$ cat config.mk
export PLATFORM = sky130hd
export DESIGN_NAME = c64_bus_arbiter
export DESIGN_NICKNAME = d
export VERILOG_FILES = /design/src/rtl/c64_bus_arbiter.sv
export SDC_FILE = /design/constraint.sdc
export NUM_CORES = 1
export LEC_CHECK = 0
export BUFFER_PORTS_ARGS = -buffer_cell sky130_fd_sc_hd__buf_4
export CAP_MARGIN = 20
export CORE_MARGIN = 4
export CORE_UTILIZATION = 55
export CTS_BUF_LIST = sky130_fd_sc_hd__clkbuf_16
export DETAILED_ROUTE_END_ITERATION = 8
export PLACE_DENSITY = 0.81
export SYNTH_ARGS = -nofsm -noshare
export SYNTH_HDL_FRONTEND = slang
export SYNTH_SLANG_ARGS = --single-unit
$ cat constraint.sdc
create_clock -name clk -period 3.72 [get_ports clk]
set_clock_uncertainty 0.05 [all_clocks]
set_input_delay 0.93 -clock clk [delete_from_list [all_inputs] [get_ports clk]]
set_output_delay 0.93 -clock clk [all_outputs]
set_load 0.05 [all_outputs]
$ cat src/rtl/c64_bus_arbiter.sv
// rtl/c64_bus_arbiter.sv - PAL phi1/phi2 timing and VIC/CPU memory bus arbitration
module c64_bus_arbiter #(
  parameter int PHI1_LEN        = 12,
  parameter int PHI2_LEN        = 13,
  parameter int CYCLES_PER_LINE = 63
) (
  input  logic       clk,
  input  logic       reset,
  input  logic       vic_dma_req,
  input  logic       cpu_req,
  input  logic       cpu_we,
  output logic       phi0,
  output logic       phi1_stb,
  output logic       phi2_stb,
  output logic       line_stb,
  output logic [5:0] cycle_x,
  output logic       ba,
  output logic       aec,
  output logic       cpu_rdy,
  output logic       grant_vic,
  output logic       grant_cpu
);

  localparam int TOTAL = PHI1_LEN + PHI2_LEN;
  localparam int PW    = $clog2(TOTAL);

  localparam logic [1:0] ST_RUN   = 2'd0;
  localparam logic [1:0] ST_WARN  = 2'd1;
  localparam logic [1:0] ST_STEAL = 2'd2;

  logic [PW-1:0] pcnt_q, pcnt_d;
  logic [5:0]    cycle_x_q, cycle_x_d;
  logic [1:0]    state_q, state_d;
  logic [1:0]    warn_cnt_q, warn_cnt_d;
  logic          boundary;

  // The last clock of a system cycle is the only point where line position and ownership move.
  assign boundary = (pcnt_q == PW'(TOTAL - 1));

  // Next-state: phase counter, line cycle counter and the BA warning/steal sequence.
  always_comb begin
    pcnt_d     = pcnt_q + PW'(1);
    cycle_x_d  = cycle_x_q;
    state_d    = state_q;
    warn_cnt_d = warn_cnt_q;
    if (boundary) begin
      pcnt_d = '0;
      if (cycle_x_q == 6'(CYCLES_PER_LINE - 1)) begin
        cycle_x_d = '0;
      end else begin
        cycle_x_d = cycle_x_q + 6'd1;
      end
      case (state_q)
        ST_RUN: begin
          if (vic_dma_req) begin
            state_d    = ST_WARN;
            warn_cnt_d = 2'd0;
          end
        end
        ST_WARN: begin
          if (!vic_dma_req) begin
            state_d = ST_RUN;
          end else if (warn_cnt_q == 2'd2) begin
            state_d = ST_STEAL;
          end else begin
            warn_cnt_d = warn_cnt_q + 2'd1;
          end
        end
        ST_STEAL: begin
          if (!vic_dma_req) begin
            state_d = ST_RUN;
          end
        end
        default: begin
          state_d = ST_RUN;
        end
      endcase
    end
  end

  // State registers with synchronous reset back to the start of a line, CPU unrestricted.
  always_ff @(posedge clk) begin
    if (reset) begin
      pcnt_q     <= '0;
      cycle_x_q  <= '0;
      state_q    <= ST_RUN;
      warn_cnt_q <= '0;
    end else begin
      pcnt_q     <= pcnt_d;
      cycle_x_q  <= cycle_x_d;
      state_q    <= state_d;
      warn_cnt_q <= warn_cnt_d;
    end
  end

  assign phi0     = (pcnt_q >= PW'(PHI1_LEN));
  assign phi1_stb = (pcnt_q == '0);
  assign phi2_stb = (pcnt_q == PW'(PHI1_LEN));
  assign line_stb = (pcnt_q == '0) && (cycle_x_q == '0);
  assign cycle_x  = cycle_x_q;

  // During WARN the CPU keeps its phi2 slot for writes only; reads stall on RDY.
  assign ba        = (state_q == ST_RUN);
  assign cpu_rdy   = ba;
  assign aec       = phi0 && (state_q != ST_STEAL);
  assign grant_vic = !phi0 || (state_q == ST_STEAL);
  assign grant_cpu = aec && cpu_req && (ba || cpu_we);

endmodule

# After elaboration in Yosys (flattened, before gate mapping)
# Cells that the tools add are included.
[word_totals]
output_inout_bits = 15
wordCells = 44
register_bits = 15
input_bits = 5
[op_classes]
n_reduce_logical = 14
n_addsub = 3
magnitude_cmp = 1
n_mux = 10
eq_ne = 12
[ops]
columns = ["op", "n"]
rows = [
  ["2-to-1 mux 2 bit", 7],
  ["inequality test 2 bit, second input constant", 5],
  ["adder 6 x 1 -> 6 bit, second input constant", 1],
  ["equality test 6 bit, second input constant", 1],
  ["zero test 6 bit", 1],
  ["2-to-1 mux 6 bit", 1],
  ["one-hot mux 2 bit (3 select lines)", 1],
  ["adder 5 x 1 -> 5 bit, second input constant", 1],
  ["equality test 5 x 4 -> 1 bit, second input constant", 1],
  ["equality test 5 bit, second input constant", 1],
  [">= comparator 5 x 4 -> 1 bit, second input constant", 1],
  ["zero test 5 bit", 1],
  ["AND reduction 5 bit", 1],
  ["equality test 2 bit, second input constant", 2],
  ["logical AND 1 bit", 4],
  ["one-hot mux 2 bit (2 select lines)", 1],
  ["AND reduction 4 bit", 1],
  ["inequality test 3 bit, second input constant", 1],
  ["adder 2 x 1 -> 2 bit, second input constant", 1],
  ["equality test 2 x 1 -> 1 bit, second input constant", 1],
  ["zero test 2 bit", 1],
  ["logical OR 1 bit", 2],
  ["nonzero test 2 bit", 1],
  ["OR reduction 2 bit", 1],
  ["zero test 1 bit", 1],
]

# Logic depth before layout (Yosys ltp)
# Gate-level depths: netlist (run 1).
[logic_depth]
ltp_word = 4
depth_mapped = 6
mapped_depth_nobuf = 5

# Worst setup path after synthesis (run 1)
# No wires, ideal clock.
[synth_path]
kind = "register to output"
startpoint = "register pcnt_q[0]"
endpoint = "output line_stb"
stages_incl_launch_ff = 5
t_required_ps = 2740
slack_ps = -227
n_path_buf = 0
arrival_time_ps = 2967
path_cell_list = "dfxtp_1 inv_1 ha_1 nor4b_1 and3_1"
[synth_via]
elab_chain_cells = 2
[synth_lines]
columns = ["element", "line_no", "text"]
rows = [
  ["from (decl)", "31", "logic [PW-1:0] pcnt_q, pcnt_d;"],
  ["from (signal assigned)", "89", "pcnt_q <= pcnt_d;"],
  ["zero test 5 bit", "--", ""],
  ["net phi1_stb", "13", "output logic phi1_stb,"],
  ["logical AND 1 bit", "99", "assign line_stb = (pcnt_q == '0) && (cycle_x_q == '0);"],
  ["to (decl)", "15", "output logic line_stb,"],
]
# The timed path passes the listed nets, and every way through them passes these cells.

# Final worst setup path (run 1)
[layout_path]
startpoint = "register pcnt_q[0]"
endpoint = "output line_stb"
[layout_via]
elab_chain_cells = 2
[layout_lines]
columns = ["element", "line_no"]
rows = [
  ["zero test 5 bit", "99"],
  ["logical AND 1 bit", "99"],
]
# No other way between the ends.

==> metrics.txt, run 1 <==
WL per Instance=between 10 and 15 µm; total CTS buffers=3; chip width=around 47 µm; Worst Reg-to-Reg Cells=5; Setup Crit Path Kind=reg2out; Final Hold Viols=0; CTS tree=yes; Area Overhead vs Synth=24.8%; Initial DRT Pass Iterations=4; FF-to-FF End=cycle_x[4]; FF-to-FF setup slack=a little under 2000 ps; Starting DRT DRC Count=17; largest net degree at the start of global routing=18; Post-synth EDFFs=0; initial antenna violation count=0; status=finished, final reports clean; via density per instance=around 6.0; slowest stage cell on the critical path=dfxtp_1; Peak Freq=approximately 380 MHz; Final min period=2610 ps; post-route antenna net violation count=0; worst reg2reg path startpoint=pcnt_q[0]; Setup-failing EPs final=0; Synth cell types=38; gr usage total=between 20% and 30%; WL final=between 1500 and 2000 µm; clock buffer depth=2; asr flop ratio synth=0%; worst-margin pin slew=approximately 460 ps; critical-path cell list=inv_1, ha_1, nor4b_2, and3_1, buf_4; max incr delay on CP=about 330 ps; Starting Density=61.6%; Layout Cells excl Fill=between 100 and 150; RSZ-0062 raised after global routing=false; setup repair bufs after CTS=0; yosys warns=0; Worst Hold Depth=2; number of antenna diodes=0; nets=128; Worst slew margin=around 69%; Setup crit end kind=primary output; Fillers=116; Max Slew Vio Count=0; Syn Nets=110; Cell Area, Synth=between 800 and 900 µm²; CTS root buffer=clkbuf_16; CP Data Required Time=between 2000 and 3000 ps; hold path start=warn_cnt_q[1]; vias in the first global route=734; core area=0.00138 mm²; IO Pins=20; Post-Syn Instances=just under 100; critical path arrival=between 1500 and 2000 ps; Worst VDD drop=between 0.0002 and 0.0003 V; layout cell share with drive strength beyond 1=between 20% and 30%; Hold EP=warn_cnt_q[1]; cell row count=13; H-tree lvl count=1; post-DP HPWL=around 1300 µm; family with the most delay on the worst path=simple AND/OR/NAND/NOR gates; Placer Congestion=0.751; HP Class=reg2reg; Post-synth top flop=dfxtp_1; Tcrit/Tclk final=around 70%; worst skew pair latency=~240 ps; I/O Buffers=19; DIE HEIGHT=roughly 47 µm; Post-CTS Hold Buffers=0; first-pass GRT wire length=between 3000 and 4000 µm; syn avg cell area=8.61 µm²; PwrDens=around 400 mW/mm²; WP buf/inv=2; register area share after synthesis=about a third; Post-route DRC=0; CP startpoint kind=register; Die Area=roughly 0.0022 mm²; Post-CTS Resized=0; Overflow after GRT=0; LEAKAGE=about 0.00045 µW; Yosys reg bits=15; CP max FO=5; placed cells=roughly 130; TritonCTS Sinks=15; Vias=approximately 790; max-cap viol count=0; TNS Setup=0 ps; Worst-path clk slew=about 50 ps
area by class of cell:
class                           instances  area [µm²]  area share, %
Tap cell                               15        18.8           1.76
Clock buffer                            3        75.1           7.06
Inverter                                7        26.3           2.47
Multi-Input combinational cell         71         497           46.7
Clock inverter                          1        3.75          0.353
Timing Repair Buffer                   19         143           13.4
Sequential cell                        15         300           28.2
sequential cells by signal (all words and copies together), names as in the netlist:
name,flops
cycle_x,6
warn_cnt_q,2
state_q,2
pcnt_q,5
per-layer routing:
layer / GRT usage [%] / routed length, µm / vias to the layer above
met1: 21.6 / 800 / 368
li1: - / - / 400
met3: 3.45 / 95 / 4
met2: 38.5 / 986 / 20
met5: 0 / 0 / -
met4: 8.29 / 21 / 0
cells by family after synthesis:
kind of cell / Yosys count / synth area share [%]
flip-flops: 15 / 35.2
AND/OR/NAND/NOR: 35 / 25.0
AO/OA/AOI/OAI: 27 / 20.6
multiplexers: 1 / 1.17
buffers and inverters: 13 / 7.19
XOR/XNOR: 2 / 2.06
adder cells (fa/ha/maj): 6 / 8.81
cell usage after synthesis (2+ instances only):
cell type / instances / share of area [%]
a21oi_1: 9 / 5.3
a311oi_1: 2 / 2.1
and4b_1: 2 / 2.3
buf_4: 3 / 2.6
dfxtp_1: 15 / 35
ha_1: 6 / 8.8
inv_1: 7 / 3.1
nand2_1: 9 / 4.0
nand3_1: 5 / 2.9
nor2_1: 3 / 1.3
nor2b_1: 3 / 2.2
nor3_1: 3 / 1.8
o211ai_1: 3 / 2.6
o21ai_0: 5 / 2.9
per-stage QoR:
stage               setup slack (ps)  hold slack (ps)  util (%)  cell area, µm²  total power (µW)
floorplan                        384              402         -             858               208
global placement                1310              420      71.2             985               221
detailed placement              1290              437      71.2             985               222
CTS                             1130              446      76.9            1060               430
global route                    1010              475      76.9            1060               442
finish                          1110              439      76.9            1060               427
power by group:
group	switching, µW	internal, µW	total (µW)
clock network	64.8	142	207
logic	30.8	18.1	48.8
registers	5.97	165	171
total	102	325	427
worst max path at each step:
stage,from,endpoint,slack [ps],cells after the start
2_1_floorplan,pcnt_q[3],grant_cpu,380,4
3_3_place_gp,cpu_we,grant_cpu,1310,3
3_5_place_dp,cpu_we,grant_cpu,1290,3
4_1_cts,pcnt_q[0],line_stb,1130,5
5_1_grt,pcnt_q[0],line_stb,1010,5
6_report,pcnt_q[0],line_stb,1110,5
cells in the final DEF, fill, tap and decap left out, types with 2 or more instances in the layout:
| cell | n |
|---|---|
| dfxtp_1 | 15 |
| inv_1 | 8 |
| clkbuf_16 | 3 |
| nor3_1 | 3 |
| buf_4 | 19 |
| a21oi_1 | 9 |
| nor2b_1 | 3 |
| o211ai_1 | 3 |
| nor2_1 | 3 |
| nand2_1 | 9 |
| nand3_1 | 5 |
| ha_1 | 6 |
| and4b_1 | 2 |
| o21ai_0 | 5 |
| a311oi_1 | 2 |
worst register-to-register path, delay by kind of cell, from the launching register on:
| kind | cells | cell delay, ps |
|---|---|---|
| AND/OR/NAND/NOR | 1 | 530 |
| AO/OA/AOI/OAI | 2 | 450 |
| flip-flops | 1 | 330 |
| adder cells (fa/ha/maj) | 1 | 260 |
| buffers and inverters | 1 | 70 |
(Power assumes the default switching activity.)
==> run 2, diff against run 1 <==
--- a/config.mk
+++ b/config.mk
@@ -8,10 +8,10 @@
 export BUFFER_PORTS_ARGS = -buffer_cell sky130_fd_sc_hd__buf_4
 export CAP_MARGIN = 20
 export CORE_MARGIN = 4
-export CORE_UTILIZATION = 55
+export CORE_UTILIZATION = 46
 export CTS_BUF_LIST = sky130_fd_sc_hd__clkbuf_16
 export DETAILED_ROUTE_END_ITERATION = 8
-export PLACE_DENSITY = 0.81
+export PLACE_DENSITY = 0.73
 export SYNTH_ARGS = -nofsm -noshare
 export SYNTH_HDL_FRONTEND = slang
 export SYNTH_SLANG_ARGS = --single-unit
==> constraint.sdc (replaced) <==
create_clock -name clk -period 2.3 [get_ports clk]
set_clock_uncertainty 0.05 [all_clocks]
set_input_delay 0.575 -clock clk [delete_from_list [all_inputs] [get_ports clk]]
set_output_delay 0.575 -clock clk [all_outputs]
set_load 0.05 [all_outputs]
==> metrics.txt, run 2 (synthesis results as in run 1) <==
worst-margin pin slew=487 ps (+22.8 ps); Layout Cells excl Fill=141 (+7.6%); CP Data Required Time=1670 ps (-1070 ps); CTS tree=yes; FF-to-FF End=cycle_x[4]; gr usage total=15.9% (-4.4 points); TNS Setup=0 ps (unchanged); commonest cells after routing, fill and taps aside=buf_4, dfxtp_1, nand2_1, a21oi_1, inv_1; total CTS buffers=3 (unchanged); Worst Reg-to-Reg Cells=5 (unchanged); max incr delay on CP=330 ps (about the same); Final min period=2190 ps; I/O Buffers=19 (unchanged); first-pass GRT wire length=3170 µm (-1.1%); Vias=774 (-2.3%); RSZ-0062 raised after global routing=false; Starting Density=48.8% (-13 points); Post-CTS Hold Buffers=0 (unchanged); via density per instance=5.49 (-9.2%); Overflow after GRT=0 (unchanged); worst reg2reg path startpoint=pcnt_q[0]; Initial DRT Pass Iterations=3 (-1); placed cells=137 (+7.9%); nets=128 (unchanged); layout cell share with drive strength beyond 1=25.0% (+3.4 points); Die Area=0.00261 mm² (+16%); post-route antenna net violation count=0 (unchanged); Max Slew Vio Count=0 (unchanged); max-cap viol count=0 (unchanged); vias in the first global route=751 (+2.3%); Final Hold Viols=0 (unchanged); most common cell after layout, fill and taps aside=buf_4; Setup Crit Path Kind=reg2out; Hold EP=warn_cnt_q[1]; Post-CTS Resized=0 (unchanged); largest net degree at the start of global routing=18 (unchanged); DIE HEIGHT=51.0 µm (+7.8%); critical path arrival=1560 ps (-70 ps); chip width=51.0 µm (+7.8%); WP buf/inv=2 (unchanged); TritonCTS Sinks=15 (unchanged); clock buffer depth=2 (unchanged); IO Pins=20 (unchanged); WL per Instance=12.8 µm (-12%); PwrDens=621 mW/mm² (+55%); Worst slew margin=67.5% (-1.5 points); HP Class=reg2reg; H-tree lvl count=1 (unchanged); initial antenna violation count=0 (unchanged); Starting DRT DRC Count=5 (-12); Tcrit/Tclk final=between 90 and 100%; Peak Freq=about 460 MHz; CTS root buffer=clkbuf_16; status=finished, final reports clean; max reg flops=6 (unchanged); cell row count=15 (+2); post-DP HPWL=1310 µm (-3.1%); Area Overhead vs Synth=30.2%; Worst VDD drop=0.000383 V (+32%); Util after Layout=63.6% (-13 points); CP max FO=5 (unchanged); number of antenna diodes=0 (unchanged); family with the most delay on the worst path=simple AND/OR/NAND/NOR gates; setup repair bufs after CTS=0 (unchanged); WL final=1800 µm (-5.5%); Placer Congestion=0.777 (+3.4%); core area=0.00175 mm² (+26%); Worst-path clk slew=50 ps (about the same); CP startpoint kind=register; LEAKAGE=0.000446 µW (-0.30%); Setup-failing EPs final=0 (unchanged); worst skew pair latency=240 ps (about the same); Setup crit end kind=primary output; FF-to-FF setup slack=550 ps (-1400 ps); critical-path cell list=inv_1, ha_1, nor4b_4, and3_4, buf_4; Worst Hold Depth=2 (unchanged); Post-route DRC=0 (unchanged); slowest stage cell on the critical path=dfxtp_1; hold path start=warn_cnt_q[1]
==> run 2: routing by layer <==
metal	GRT usage, %	share of wire, %	up-vias
met2	28.1	48	17
li1	-	-	392
met1	17.9	46	363
met5	0	0	-
met4	5.38	0.89	0
met3	4.66	4.6	2
==> run 2: power breakdown <==
group | switching [µW] | internal (µW)
Combinational | 49.6 | 34.5
Sequential | 9.85 | 267
Clock | 99.0 | 230
==> run 2: worst max path at each step <==
stage                     startpoint       end  cells past startpoint
after floorplan            pcnt_q[0]  line_stb                      4
after global placement     pcnt_q[0]  line_stb                      5
after detailed placement   pcnt_q[0]  line_stb                      5
after CTS                  pcnt_q[0]  line_stb                      5
after global routing       pcnt_q[0]  line_stb                      5
final                      pcnt_q[0]  line_stb                      5
==> run 2: area by class of cell <==
class	count	area, µm²
flip-flops and latches	15	300
clock inverters	1	3.75
repair buffers	19	143
inverters	7	26.3
well taps	25	31.3
clock buffers	3	75.1
fillers	167	636
multi-input cells	71	531
==> run 2: per-stage QoR <==
| step | hold slack [ps] | instance area, µm² | worst slack (ps) | power, µW |
|---|---|---|---|---|
| global placement | 417 | 1030 | 415 | 365 |
| detailed placement | 440 | 1030 | 371 | 366 |
| finish | 447 | 1110 | 115 | 689 |
| global route | 471 | 1110 | 23.9 | 719 |
| floorplan | 402 | 892 | 7.08 | 343 |
| CTS | 447 | 1110 | 104 | 699 |
==> run 2: worst reg2reg max path, delay by kind of cell, from the launching register on <==
family	cells	cell delay [ps]
simple gates	1	540
flops	1	330
fa+ha+maj	1	250
compound gates	2	420
buf+inv	1	60
==> run 3, diff against run 2 <==
--- a/config.mk
+++ b/config.mk
@@ -5,13 +5,14 @@
 export SDC_FILE = /design/constraint.sdc
 export NUM_CORES = 1
 export LEC_CHECK = 0
+export ABC_AREA = 1
 export BUFFER_PORTS_ARGS = -buffer_cell sky130_fd_sc_hd__buf_4
 export CAP_MARGIN = 20
 export CORE_MARGIN = 4
-export CORE_UTILIZATION = 46
+export CORE_UTILIZATION = 47
 export CTS_BUF_LIST = sky130_fd_sc_hd__clkbuf_16
 export DETAILED_ROUTE_END_ITERATION = 8
-export PLACE_DENSITY = 0.73
+export PLACE_DENSITY = 0.74
 export SYNTH_ARGS = -nofsm -noshare
 export SYNTH_HDL_FRONTEND = slang
 export SYNTH_SLANG_ARGS = --single-unit
==> metrics.txt, run 3 <==
TNS Setup=0 ps (unchanged); HP Class=reg2reg; Starting DRT DRC Count=10 (+5); Post-Synth Adder-Cell Area=8.51% (-0.30 points); Int Pwr=521 µW (-1.9%); FF-to-FF setup slack=660 ps (+110 ps); critical-path cell list=inv_1, ha_1, nand2_1, nor3_2, nand2_1, nor2_2, buf_4; layout cell share with drive strength beyond 1=24.5% (-0.50 points); dpl cell area=0.00106 mm² (+3.0%); worst-margin pin slew=405 ps (-81.4 ps); CP Data Required Time=1670 ps (about the same); Post-synth top flop=dfxtp_1; gr usage total=16.6% (+0.78 points); Post-Syn Instances=129 (+30%); Post-route DRC=0 (unchanged); Overflow after GRT=0 (unchanged); core area=0.00175 mm² (unchanged); most used cell, CP=nand2_1; power share of the sequential group=39.9% (-0.2 points); multiplexer area fraction after synthesis=0% (-1.2 points); vias in the first global route=783 (+4.3%); H-tree lvl count=1 (unchanged); Syn Nets=140 (+27%); setup repair bufs after CTS=0 (unchanged); PwrDens=592 mW/mm² (-4.7%); Synth cell types=22 (-42%); compound-gate portion of the synthesized area=4.82% (-16 points); Util after Layout=65.4% (+1.9 points); WL final=1710 µm (-4.7%); syn avg cell area=6.84 µm² (-21%); slowest stage cell on the critical path=dfxtp_1; worst setup margin=280 ps (+165 ps); register area share after synthesis=34.0% (-1.2 points); Post-CTS Resized=0 (unchanged); DIE HEIGHT=51.3 µm (+0.55%); CP max FO=4 (-1); Synth Area in XOR/XNOR=4.96% (+2.9 points); Setup crit end kind=primary output; Final Cell Area=0.00114 mm² (+2.9%); post-DP HPWL=1340 µm (+2.7%); Initial DRT Pass Iterations=4 (+1); critical path arrival=1400 ps (-160 ps); via density per instance=4.55 (-17%); initial antenna violation count=0 (unchanged); top cell type by total area after synthesis=dfxtp_1; Max Slew Vio Count=0 (unchanged); number of antenna diodes=0 (unchanged); Clock Power Share=49.9% (+2.2 points); Worst-path clk slew=50 ps (about the same); max incr delay on CP=330 ps (about the same); Setup Crit Path Kind=reg2out; CTS root buffer=clkbuf_16; Final Hold Viols=0 (unchanged); Worst VDD drop=0.000477 V (+24%); Die Area=0.00263 mm² (+1.1%); clock buffer depth=2 (unchanged); worst skew pair latency=250 ps (about the same); pre-CTS setup slack=473 ps (+102 ps); Tcrit/Tclk final=87.8% (-7.2 points); I/O Buffers=19 (unchanged); chip width=51.3 µm (+0.55%); Area Overhead vs Synth=29.5%; TritonCTS Sinks=15 (unchanged); IO Pins=20 (unchanged); Placer Congestion=0.769 (-1.1%); Synth top area share=34.0% (-1.2 points); post-route antenna net violation count=0 (unchanged); Post-synth EDFFs=0 (unchanged); CTS tree=yes; Comb pwr share=10.3% (-1.9 points); Yosys reg bits=15 (unchanged); cell row count=15 (unchanged); CP startpoint kind=register; family with the most delay on the worst path=simple AND/OR/NAND/NOR gates; status=finished, final reports clean; Cell Area, Synth=882 µm² (+3.5%); Tot Pwr=677 µW (-1.9%); Starting Density=50.5% (+1.7 points); WP buf/inv=2 (unchanged); Final min period=2020 ps (-165 ps); commonest cells in the netlist=nand2_1, nor2_1, inv_1; asr flop ratio synth=0% (unchanged); first-pass GRT wire length=3200 µm (+1.1%); Vias=800 (+3.4%); max-cap viol count=0 (unchanged); Setup-failing EPs final=0 (unchanged); max reg flops=6 (unchanged); Worst slew margin=72.9% (+5.4 points); largest family of logic cells by synthesized area=simple AND/OR/NAND/NOR gates; total CTS buffers=3 (unchanged); largest cells by area after synthesis=dfxtp_1, nand2_1, nor2_1; Sw Share=23.0% (about the same); Peak Freq=495 MHz (+8.2%); Post-CTS Hold Buffers=0 (unchanged); most frequent cell after synthesis=nand2_1; P_sw=155 µW (-1.8%); commonest cells after routing, fill and taps aside=nand2_1, inv_1, nor2_1; nets=163 (+27%); Post-Synth Simple-Gate Area=35.7% (+11 points); yosys warns=0 (unchanged); RSZ-0062 raised after global routing=false; most common cell after layout, fill and taps aside=nand2_1; LEAKAGE=0.000559 µW (+25%); WL per Instance=9.73 µm (-24%); largest net degree at the start of global routing=10 (-8)
[run 3: cell count changes in the layout (fill, tap and decap cells not counted), moves of 3 or more]
cell / delta
inv_1: +14
nor2b_1: -3
o21ai_0: -3
nor2_1: +18
nor2_2: +3
o211ai_1: -3
a21oi_1: -6
xor2_1: +3
nand2_2: +4
nand2_1: +18
[run 3: final timing paths]
path	startpoint	endpoint	cells after the start
hold / removal	pcnt_q[0]	pcnt_q[0]	1
setup / recovery	pcnt_q[0]	line_stb	7
hold reg to reg	pcnt_q[0]	pcnt_q[0]	1
setup reg to reg	pcnt_q[0]	cycle_x[2]	8
[run 3: power groups by stage]
| stage | registers [µW] | clock network [µW] | logic (µW) |
|---|---|---|---|
| 2_1_floorplan | 274 | 0 | 48.7 |
| 3_3_place_gp | 274 | 0 | 68.9 |
| 3_5_place_dp | 275 | 0 | 69.9 |
| 4_1_cts | 270 | 343 | 70.3 |
| 5_1_grt | 270 | 359 | 77.1 |
| 6_report | 270 | 337 | 69.5 |
[run 3: layout make-up]
cell class                      instances  area, µm²
Fill cell                             170        603
Multi-Input combinational cell         89        494
Clock buffer                            3       75.1
Tap cell                               25       31.3
Sequential cell                        15        300
Timing Repair Buffer                   20        150
Clock inverter                          1       5.00
Inverter                               23       86.3
[run 3: cell families after synthesis]
family / after synthesis
buffers and inverters: 25
AND/OR/NAND/NOR: 70
XOR/XNOR: 5
flip-flops: 15
AO/OA/AOI/OAI: 8
adder cells (fa/ha/maj): 6
[run 3: worst register-to-register path, delay by kind of cell (launching register included)]
family                     cells  cell delay [ps]
adders and majority gates      1              160
xor gates and xnor gates       1              150
DFF                            1              330
buffers and inverters          2              290
and+or+nand+nor                4              560
[run 3: metal layers]
| layer | global-route usage (%) | share of wire [%] | vias to the layer above |
|---|---|---|---|
| li1 | - | - | 432 |
| met1 | 18.2 | 45 | 350 |
| met4 | 12.2 | 3.3 | 0 |
| met3 | 4.66 | 3.6 | 4 |
| met5 | 0 | 0 | - |
| met2 | 27.3 | 48 | 14 |
[run 3: metrics by stage]
stage	hold WS (ps)	instances
6_report	411	176
5_1_grt	456	176
4_1_cts	420	176
3_5_place_dp	409	172
3_3_place_gp	395	172
2_1_floorplan	380	129
